**config.mk**
```make
export PLATFORM = sky130hd
export DESIGN_NAME = time_keeper_flat
export DESIGN_NICKNAME = d
export VERILOG_FILES = /design/src/rtl/clock_pkg.sv /design/src/rtl/time_keeper_if.sv /design/src/rtl/bcd_time_counter.sv /design/src/rtl/time_keeper.sv /design/src/flat_wrapper.sv
export SDC_FILE = /design/constraint.sdc
export NUM_CORES = 1
export LEC_CHECK = 0
export BUFFER_PORTS_ARGS = -buffer_cell sky130_fd_sc_hd__clkbuf_2
export CAP_MARGIN = 20
export CELL_PAD_IN_SITES_DETAIL_PLACEMENT = 1
export CELL_PAD_IN_SITES_GLOBAL_PLACEMENT = 1
export CORE_MARGIN = 1.5
export CORE_UTILIZATION = 45
export CTS_CLUSTER_DIAMETER = 30
export CTS_CLUSTER_SIZE = 30
export DETAILED_ROUTE_END_ITERATION = 12
export GPL_ROUTABILITY_DRIVEN = 0
export MAX_ROUTING_LAYER = met4
export PLACE_DENSITY_LB_ADDON = 0.1
export SLEW_MARGIN = 10
export SYNTH_ARGS = -nofsm -noshare
export SYNTH_HDL_FRONTEND = slang
export SYNTH_SLANG_ARGS = --single-unit
```
**constraint.sdc**
```tcl
create_clock -name clk -period 4.6 [get_ports clk]
set_input_delay 0 -clock clk [delete_from_list [all_inputs] [get_ports clk]]
set_output_delay 0 -clock clk [all_outputs]
set_load 0.005 [all_outputs]
```
**src/rtl/clock_pkg.sv**
```systemverilog
// Shared definitions for the time_keeper slice.
// Contents: keypad command codes, FSM state enum, BCD digit limits,
// nibble offsets inside a {Ht, Hu, Mt, Mu} time word, and a helper that
// checks whether a time word is a legal 24-hour HH:MM value.
package clock_pkg;

  localparam logic [3:0] KEY_ALARM = 4'hA;
  localparam logic [3:0] KEY_TIME  = 4'hB;

  // Largest legal value for each BCD position.
  localparam logic [3:0] BCD_MAX_HT      = 4'd2;
  localparam logic [3:0] BCD_MAX_HU_AT_2 = 4'd3;  // hour units when Ht = 2
  localparam logic [3:0] BCD_MAX_MT      = 4'd5;
  localparam logic [3:0] BCD_MAX_DIGIT   = 4'd9;

  // Nibble offsets within a time word.
  localparam int HT_LSB = 12;
  localparam int HU_LSB = 8;
  localparam int MT_LSB = 4;
  localparam int MU_LSB = 0;

  typedef enum logic [1:0] {
    ST_IDLE       = 2'd0,
    ST_ENTRY      = 2'd1,
    ST_LOAD_ALARM = 2'd2,
    ST_LOAD_TIME  = 2'd3
  } tk_state_t;

  function automatic logic time_valid(input logic [15:0] w);
    logic [3:0] ht, hu, mt, mu;
    ht = w[HT_LSB +: 4];
    hu = w[HU_LSB +: 4];
    mt = w[MT_LSB +: 4];
    mu = w[MU_LSB +: 4];
    time_valid = (ht <= BCD_MAX_HT) && (hu <= BCD_MAX_DIGIT) &&
                 (mt <= BCD_MAX_MT) && (mu <= BCD_MAX_DIGIT) &&
                 !((ht == BCD_MAX_HT) && (hu > BCD_MAX_HU_AT_2));
  endfunction

endpackage

```
**src/rtl/time_keeper_if.sv**
```systemverilog
// Keypad handshake bundle.
// A key transfers on a rising clock edge where key_valid && key_ready.
// The source may present or change key freely; the sink never stalls on
// key_valid and only lowers key_ready while it commits an entry.
//   key_valid : source has a key this cycle
//   key       : key code (0-9 digit, A = ALARM, B = TIME, C-F discarded)
//   key_ready : sink can take a key this cycle
interface time_keeper_if;
  logic       key_valid;
  logic [3:0] key;
  logic       key_ready;

  modport master (output key_valid, output key, input key_ready);
  modport slave  (input key_valid, input key, output key_ready);
endinterface

```
**src/rtl/bcd_time_counter.sv**
```systemverilog
// 24-hour BCD HH:MM counter holding current_time.
// Ports:
//   clk, rst_n  : clock, asynchronous active-low reset
//   inc         : advance one minute
//   load        : overwrite with load_value (wins over inc)
//   load_value  : BCD {Ht, Hu, Mt, Mu}
//   time_out    : registered counter value
module bcd_time_counter
  import clock_pkg::*;
(
  input  logic        clk,
  input  logic        rst_n,
  input  logic        inc,
  input  logic        load,
  input  logic [15:0] load_value,
  output logic [15:0] time_out
);

  logic [15:0] time_q, time_d;
  logic [3:0]  ht, hu, mt, mu;

  assign ht = time_q[HT_LSB +: 4];
  assign hu = time_q[HU_LSB +: 4];
  assign mt = time_q[MT_LSB +: 4];
  assign mu = time_q[MU_LSB +: 4];

  always_comb begin
    time_d = time_q;
    if (load) begin
      time_d = load_value;
    end else if (inc) begin
      if (mu != BCD_MAX_DIGIT) begin
        time_d[MU_LSB +: 4] = mu + 4'd1;
      end else begin
        time_d[MU_LSB +: 4] = 4'd0;
        if (mt != BCD_MAX_MT) begin
          time_d[MT_LSB +: 4] = mt + 4'd1;
        end else begin
          time_d[MT_LSB +: 4] = 4'd0;
          // Hour carry: 23 wraps to 00, x9 carries into the tens digit.
          if ((ht == BCD_MAX_HT) && (hu == BCD_MAX_HU_AT_2)) begin
            time_d[HT_LSB +: 4] = 4'd0;
            time_d[HU_LSB +: 4] = 4'd0;
          end else if (hu == BCD_MAX_DIGIT) begin
            time_d[HT_LSB +: 4] = ht + 4'd1;
            time_d[HU_LSB +: 4] = 4'd0;
          end else begin
            time_d[HU_LSB +: 4] = hu + 4'd1;
          end
        end
      end
    end
  end

  always_ff @(posedge clk or negedge rst_n) begin
    if (!rst_n) time_q <= 16'h0000;
    else        time_q <= time_d;
  end

  assign time_out = time_q;

endmodule

```
**src/rtl/time_keeper.sv**
```systemverilog
// Keeps current_time (minute-ticked) and alarm_time, both rewritable
// through a four-digit keypad entry buffer committed by ALARM/TIME keys.
// Ports:
//   clk, rst_n    : clock, asynchronous active-low reset
//   one_minute    : one-cycle pulse advancing current_time
//   timeout_tick  : one-cycle pulse driving the entry-abandon timeout
//   kbd           : keypad handshake (slave side)
//   current_time  : BCD HH:MM clock
//   alarm_time    : BCD HH:MM alarm setting
//   entry_time    : entry buffer being typed
//   show_entry    : entry in progress (ENTRY or LOAD state)
//   entry_error   : one-cycle pulse on a rejected commit
//   dbg_state     : FSM state register
module time_keeper
  import clock_pkg::*;
#(
  parameter int TIMEOUT_TICKS = 10
) (
  input  logic             clk,
  input  logic             rst_n,
  input  logic             one_minute,
  input  logic             timeout_tick,
  time_keeper_if.slave     kbd,
  output logic [15:0]      current_time,
  output logic [15:0]      alarm_time,
  output logic [15:0]      entry_time,
  output logic             show_entry,
  output logic             entry_error,
  output tk_state_t        dbg_state
);

  localparam int TW = $clog2(TIMEOUT_TICKS + 1);

  tk_state_t   state_q, state_d;
  logic [15:0] entry_q, entry_d;
  logic [15:0] alarm_q, alarm_d;
  logic [TW-1:0] tmo_q, tmo_d;
  logic        err_q, err_d;
  logic        load_time;
  logic        key_acc, is_digit, tmo_last;

  assign kbd.key_ready = (state_q == ST_IDLE) || (state_q == ST_ENTRY);
  assign show_entry    = (state_q != ST_IDLE);
  assign key_acc       = kbd.key_valid && kbd.key_ready;
  assign is_digit      = (kbd.key <= BCD_MAX_DIGIT);
  // This tick is the one that brings the count to TIMEOUT_TICKS.
  assign tmo_last      = (({1'b0, tmo_q} + 1'b1) == (TW+1)'(TIMEOUT_TICKS));

  always_comb begin
    state_d   = state_q;
    entry_d   = entry_q;
    alarm_d   = alarm_q;
    tmo_d     = tmo_q;
    err_d     = 1'b0;
    load_time = 1'b0;
    unique case (state_q)
      ST_IDLE: begin
        if (key_acc && is_digit) begin
          entry_d = {12'h000, kbd.key};
          tmo_d   = '0;
          state_d = ST_ENTRY;
        end
      end
      ST_ENTRY: begin
        // An accepted key always beats a coincident timeout_tick.
        if (key_acc) begin
          tmo_d = '0;
          if (is_digit) begin
            entry_d = {entry_q[11:0], kbd.key};
          end else if ((kbd.key == KEY_ALARM) || (kbd.key == KEY_TIME)) begin
            if (time_valid(entry_q)) begin
              state_d = (kbd.key == KEY_ALARM) ? ST_LOAD_ALARM : ST_LOAD_TIME;
            end else begin
              err_d   = 1'b1;
              entry_d = 16'h0000;
              state_d = ST_IDLE;
            end
          end
        end else if (timeout_tick) begin
          if (tmo_last) begin
            tmo_d   = '0;
            entry_d = 16'h0000;
            state_d = ST_IDLE;
          end else begin
            tmo_d = tmo_q + 1'b1;
          end
        end
      end
      ST_LOAD_ALARM: begin
        alarm_d = entry_q;
        entry_d = 16'h0000;
        state_d = ST_IDLE;
      end
      ST_LOAD_TIME: begin
        load_time = 1'b1;
        entry_d   = 16'h0000;
        state_d   = ST_IDLE;
      end
      default: state_d = ST_IDLE;
    endcase
  end

  always_ff @(posedge clk or negedge rst_n) begin
    if (!rst_n) begin
      state_q <= ST_IDLE;
      entry_q <= 16'h0000;
      alarm_q <= 16'h0000;
      tmo_q   <= '0;
      err_q   <= 1'b0;
    end else begin
      state_q <= state_d;
      entry_q <= entry_d;
      alarm_q <= alarm_d;
      tmo_q   <= tmo_d;
      err_q   <= err_d;
    end
  end

  // A load in the same cycle as one_minute drops that minute.
  bcd_time_counter u_counter (
    .clk        (clk),
    .rst_n      (rst_n),
    .inc        (one_minute),
    .load       (load_time),
    .load_value (entry_q),
    .time_out   (current_time)
  );

  assign alarm_time  = alarm_q;
  assign entry_time  = entry_q;
  assign entry_error = err_q;
  assign dbg_state   = state_q;

endmodule

```
**src/flat_wrapper.sv**
```systemverilog
// flat-port wrapper written by rule: the top's interface ports become plain ports
module time_keeper_flat import clock_pkg::*;
#(
  parameter int TIMEOUT_TICKS = 10
)
  (clk, rst_n, one_minute, timeout_tick, current_time, alarm_time, entry_time, show_entry, entry_error, dbg_state, kbd_key_valid, kbd_key, kbd_key_ready);
  time_keeper_if kbd_i ();
  input  logic clk;
  input  logic rst_n;
  input  logic one_minute;
  input  logic timeout_tick;
  output logic [15:0] current_time;
  output logic [15:0] alarm_time;
  output logic [15:0] entry_time;
  output logic show_entry;
  output logic entry_error;
  output tk_state_t dbg_state;
  input wire logic [$bits(kbd_i.key_valid)-1:0] kbd_key_valid;
  input wire logic [$bits(kbd_i.key)-1:0] kbd_key;
  output wire logic [$bits(kbd_i.key_ready)-1:0] kbd_key_ready;
  assign kbd_i.key_valid = kbd_key_valid;
  assign kbd_i.key = kbd_key;
  assign kbd_key_ready = kbd_i.key_ready;
  time_keeper #(.TIMEOUT_TICKS(TIMEOUT_TICKS)) u_core (.clk(clk), .rst_n(rst_n), .one_minute(one_minute), .timeout_tick(timeout_tick), .kbd(kbd_i), .current_time(current_time), .alarm_time(alarm_time), .entry_time(entry_time), .show_entry(show_entry), .entry_error(entry_error), .dbg_state(dbg_state));
endmodule
```
* After elaboration in Yosys (flattened, before gate mapping)
Index checks and enable logic that the tools add are counted.
Word-level totals: register bits after elaboration 55, bits of input ports 9, output and inout bits 53, logic and storage cells 102
Cells by class: add/subtract/negate cells 6, magnitude comparators 6, eq/ne operators 21, multiplexer cells 37, reduce and logical (&&, ||, !) cells 23
Operator list (number):
- $mux W16 | 9
- $pmux W16 S3 | 1
- $mux W4 | 8
- $add A4 B1 Y4 const B | 5
- $mux W8 | 2
- $mux W2 | 7
- $eq A4 B2 Y1 const B | 3
- $eq A4 B4 Y1 const B | 3
- $le A4 B4 Y1 const B | 3
- $mux W12 | 1
- $ne A4 B4 Y1 const B | 3
- $reduce_and A5 Y1 | 2
- $logic_and A1 B1 Y1 | 8
- $pmux W4 S2 | 1
- $mux W1 | 7
- $ne A3 B3 Y1 const B | 2
- $pmux W2 S3 | 1
- $reduce_and A3 Y1 | 2
- $reduce_bool A2 Y1 | 3
- $add A4 B1 Y5 const B | 1
- $eq A5 B4 Y1 const B | 1
- $eq A2 B2 Y1 const B | 2
- $gt A4 B2 Y1 const B | 1
- $le A4 B2 Y1 const B | 1
- 14 further kinds | 16

* Logic depth before layout (Yosys ltp)
word-level depth 10, gate-level depth with buffers 7, gate-level depth less buffers 6

* By module
Synthesis repeated with hierarchy kept, for this count alone.
Second synthesis, totals: cells, all modules 252, area total of the unflattened synthesis 2781.4 sq um
Modules (own cells, without submodules):
- time_keeper | instances 1, cells each 143, area an instance 1756.7 sq um
- bcd_time_counter | instances 1, cells each 109, area an instance 1024.7 sq um

* Worst setup path after synthesis
Ideal clock, no wire load.
path type reg-to-reg, start point reg u_core.u_counter.time_q[12] (netlist: u_core.u_counter.time_out[12]), end point reg u_core.u_counter.time_q[13] (netlist: u_core.u_counter.time_out[13]), setup time 0.125 ns, arrival 1.506 ns, data required time 4.475 ns, slack 2.969 ns, stages on the path, launching flop included 7, clock period less this slack 1.631 ns, path through dfrtp_1 inv_1 ha_1 nor4b_4 a21oi_1 o21a_1 mux2_4
Between the ends: cells in the longest elaborated chain, start to end 7, elaborated cells on any way between the ends 11
Ends and longest elaborated chain:
- from (decl) | RTL line bcd_time_counter.sv:19 | logic [15:0] time_q, time_d;
- from (signal assigned) | RTL line bcd_time_counter.sv:57 | else time_q <= time_d;
- $add A4 B1 Y4 / $eq A4 B2 Y1 (equally long branches) | RTL line bcd_time_counter.sv:45, bcd_time_counter.sv:41
- $mux W4 / $logic_and A1 B1 Y1 (equally long branches) | RTL line bcd_time_counter.sv:44, bcd_time_counter.sv:41
- $mux W8 | RTL line bcd_time_counter.sv:41 | if ((ht == BCD_MAX_HT) && (hu == BCD_MAX_HU_AT_2)) begin
- $mux W8 | RTL line bcd_time_counter.sv:36 | if (mt != BCD_MAX_MT) begin
- $mux W12 | RTL line bcd_time_counter.sv:32 | if (mu != BCD_MAX_DIGIT) begin
- $mux W16 | RTL line bcd_time_counter.sv:31 | end else if (inc) begin
- $mux W16 | RTL line bcd_time_counter.sv:29 | if (load) begin
Several ways; a longest one is shown, not always the timed one. The select of a mux whose other input is x is not followed. A chain may end at the register's enable or synchronous reset.

* Worst setup path in the final report
start point reg u_core.state_q[1] (netlist: u_core.dbg_state[1]), end point reg u_core.u_counter.time_q[13] (netlist: u_core.u_counter.time_out[13])
Between the ends: cells in the longest elaborated chain, start to end 4, elaborated cells on any way between the ends 8
Ends and longest elaborated chain:
- from (decl) | RTL line time_keeper.sv:34 | tk_state_t state_q, state_d;
- from (signal assigned) | RTL line time_keeper.sv:111 | state_q <= state_d;
- $eq A2 B2 Y1 (*) | RTL line time_keeper.sv:56 | unique case (state_q)
- $mux W1 (*) | RTL line time_keeper.sv:56
- $ne A2 B1 Y1 (no source line) (tied with other cells)
- $reduce_and A4 Y1 (no source line)
Mark *: on every way between the ends. The rest lies on a longest branch, timed or not.

==> run summary <==
The logs give 13100 um for the wire length of the first global-routing pass and 31.4% for the combinational group share of total power. The maximum buffer depth of the clock tree is 2. The count of cells along the worst hold path came out at 3. After synthesis the netlist holds a flip-flop and latch count of 55. The worst hold path terminates at u_core.entry_time[1]$_DFFE_PN0P_. The min-delay analysis places its worst path in the category input port to flip-flop. The run gives 1030 uW as the total internal power. Number of enable flip-flop cells after synthesis: 0. Buffers placed on the I/O ports in this run total 61. The number of cells on the worst reg-to-reg path is 4.

The flow ran to the end, but the final reports show violations. In this run the mean area of a mapped cell was 10.3 sq um. The cell area power density was 471 nW/um^2; the top-level I/O count was 62. The slew at the pin closest to its max-slew limit is 804 ps, and the core area is 6420 sq um.

The switching power was 613 uW. Type of element launching the critical path: a flip-flop. The tree is rooted in a sky130_fd_sc_hd__clkbuf_8. The tools report the total non-filler cell area in the finished layout as 3490 sq um. The number of antenna diodes is 0, and the switching fraction of total power is 37.3%. The vertical extent of the die works out to 84.8 um. The logs give 29 for the number of rows in the core area and 7200 sq um for the area of the die. The logs give 4810 ps for the required time at the endpoint of the critical path and 4 for the DRC violation count after routing. The tools report the clock latency on the worst-skew pair as 310 ps. In this run the horizontal extent of the chip is 84.8 um. After the first detailed-routing iteration, the DRC count stood at 125.

The fraction of layout cells with a size suffix above 1 came out at 29.0%. Multiplexer cells account for 7.81% of the synthesized area. The tools report the final hold violation count as 0.

By area, the combinational part of the netlist is dominated by compound AO/OA/AOI/OAI gates. For the worst setup path, the data arrival time is 2340 ps. The tools report the endpoint kind of the worst setup timing path as a flip-flop.

Between clock sinks in the finished design, the worst skew comes to 6.54 ps. Leaving out fill and tap cells, the most frequent cells in the layout are 61 x sky130_fd_sc_hd__clkbuf_2, 55 x sky130_fd_sc_hd__dfrtp_1, 30 x sky130_fd_sc_hd__a21oi_1, 23 x sky130_fd_sc_hd__nand2_1. Summed over all failing endpoints, the final setup total negative slack is 0 ps. Wires add up to 7770 um.

The critical path is of the flip-flop to flip-flop type. Across all register-to-register paths, the minimum setup slack is 2470 ps. Before antenna repair, the detailed router went through 11 iterations. For the total global routing overflow, the log shows 0. The post-route antenna net violation count is 0, and the worst slew slack as a fraction of its limit is 46.4%.

For this design, the sink count on the clock tree is 55. The wire-length estimate of the detail-placed layout is 5510 um. The xor/xnor cell area share of the yosys netlist is 1.45%, and the final standard cell utilization of the core is 54.3%. IR analysis of the VDD net gives a maximum drop of 0.208 mV.

The dominant synthesized flop cell was sky130_fd_sc_hd__dfrtp_1. The run gives 3330 sq um as the placement-stage cell area. In the global route stage, overall resource usage came out at 23.6%. The synthesized netlist devotes 21.2% of its cell area to compound gates. The layout overhead on the synthesized area works out to 15.8%.

The worst register-to-register path ends at u_core.u_counter.time_out[13]$_DFFE_PN0P_. For this run, the number of Yosys warnings is 0. The number of different library cells used by synthesis comes to 56. The worst path uses 46.3% of the clock period.

TritonCTS built the clock tree. The synthesized netlist devotes 1.66% of its cell area to adder and majority cells. The detail-routed via count per cell came out at 5.93. Across the run, the number of max-cap violations was 0. Clock tree synthesis inserted a total of 5 buffers. In this run the static leakage power is 0.00164 uW.

Total standard cell area after synthesis: 3010 sq um. The tools report the startpoint of the lowest-slack hold path as kbd_key[1]. The checks that failed: DRC. The maximum number of pins on one net before global-route repair is 56.

For the max-slew violation count, the log shows 0. The run gives 364 as the total number of nets in the final design. Setup violations remaining at the end of the flow were counted as 0. Subtracting the final worst setup slack from the clock period gives 2130 ps.

Total vias in the final route: 2546. In this run the worst path has a maximum fanout of 23. Setup repair after global routing left no endpoint under its margin. The maximum clock frequency came out at 469 MHz. The run gives 2559 as the number of global-route vias before repair. The number of antenna violations at the first check in global routing is 0.

The cell count after synthesis came out at 292. The synthesized netlist devotes 17.6% of its cell area to simple gates. CTS built an H-tree with a depth of 2. For the total nets after synthesis, the log shows 305. The total setup buffers inserted after CTS was 0.

The startpoint identified for the worst register-to-register timing path is u_core.dbg_state[1]$_DFFE_PN0P_. Clock-pin slew was measured on the worst setup and hold paths at 100 ps. After detailed routing, the average wire length per cell comes to 18.1 um. Of the synthesized area, sequential elements account for 45.7%. Fraction of registers with async set/reset: 100%. The sequential power share is 48.0%. Once the floorplan was initialized, standard cells occupied 46.9% of the core.

The most common library cell in the layout ignoring fill and taps was sky130_fd_sc_hd__clkbuf_2. The clock network fraction of design power came out at 20.6%.
how the worst max path moves through the flow:
| stage | startpoint | end | slack (ps) | depth (start not counted) |
|---|---|---|---|---|
| final | u_core.dbg_state[1]$_DFFE_PN0P_ | u_core.u_counter.time_out[13]$_DFFE_PN0P_ | 2470 | 4 |
| after global routing | u_core.dbg_state[1]$_DFFE_PN0P_ | u_core.u_counter.time_out[13]$_DFFE_PN0P_ | 2260 | 4 |
| after CTS | u_core.dbg_state[1]$_DFFE_PN0P_ | u_core.u_counter.time_out[13]$_DFFE_PN0P_ | 2480 | 4 |
| after detailed placement | u_core.dbg_state[1]$_DFFE_PN0P_ | u_core.u_counter.time_out[13]$_DFFE_PN0P_ | 2490 | 4 |
| after global placement | u_core.dbg_state[1]$_DFFE_PN0P_ | u_core.entry_time[0]$_DFFE_PN0P_ | 2530 | 3 |
| after floorplan | u_core.u_counter.time_out[12]$_DFFE_PN0P_ | u_core.u_counter.time_out[13]$_DFFE_PN0P_ | 2970 | 6 |
metal layers:
layer  wire [um]  up-vias  track usage, %
met5           0        -               -
met4         110        0            6.86
met3         247        8            3.60
met2        3710       49            37.6
met1        3710     1282            31.4
li1            -     1207               -
cell type report:
type                    instances  area (sq um)
well taps                      77          96.3
clock inverters                 2          35.0
flip-flops and latches         55          1380
inverters                       8          30.0
fillers                       763          2930
repair buffers                 68           372
clock buffers                   6          82.6
multi-input cells             213          1500
per-stage QoR:
stage / setup slack (ps) / total power, uW / instances / hold WS, ps
final: 2470 / 1640 / 429 / 24.0
after global routing: 2260 / 1750 / 429 / 35.2
after CTS: 2480 / 1650 / 429 / 23.8
after detailed placement: 2490 / 1310 / 417 / 181
after global placement: 2530 / 1270 / 416 / 188
after floorplan: 2970 / 1080 / 292 / -296
Yosys cell counts, types with 6 or more instances:
master	number	area [sq um]
sky130_fd_sc_hd__dfrtp_1	55	1380
sky130_fd_sc_hd__a21oi_1	30	150
sky130_fd_sc_hd__nand2_1	23	86.3
sky130_fd_sc_hd__a31oi_1	16	100
sky130_fd_sc_hd__mux2_2	16	180
sky130_fd_sc_hd__o21ai_0	15	75.1
sky130_fd_sc_hd__nor2_1	12	45.0
sky130_fd_sc_hd__buf_2	9	45.0
sky130_fd_sc_hd__inv_1	7	26.3
sky130_fd_sc_hd__nand3_1	7	35.0
sky130_fd_sc_hd__and2_1	6	37.5
sky130_fd_sc_hd__nand4_1	6	37.5
power by group through the flow:
stage | clock network (uW) | registers [uW] | logic (uW)
2_1_floorplan | 0 | 752 | 323
3_3_place_gp | 0 | 783 | 492
3_5_place_dp | 0 | 796 | 517
4_1_cts | 342 | 787 | 521
5_1_grt | 358 | 814 | 576
6_report | 339 | 788 | 517
timing repair:
item                      in CTS  in global routing
gates resized for setup        0                  0
hold buffers                   4                  0
hold endpoints to repair      58                  0
worst max-delay path: stages (launching register included):
cell                      delay, ps
sky130_fd_sc_hd__dfrtp_1        710
sky130_fd_sc_hd__and2_1         740
sky130_fd_sc_hd__a21o_1         200
sky130_fd_sc_hd__o21ai_0         90
sky130_fd_sc_hd__mux2_4         270
flip-flops by register name, indices dropped and copies added, names as in the netlist:
name / cells
u_core.dbg_state: 2
u_core.u_counter.time_out: 16
u_core.tmo_q: 4
u_core.entry_time: 16
u_core.alarm_time: 16
u_core.entry_error: 1
cell families after synthesis:
group           after synthesis
flops                        55
xor+xnor                      5
simple gates                 86
compound gates               97
fa+ha+maj                     4
buf+inv                      24
mux                          21
Note: power is estimated with default switching activity, not from simulation.
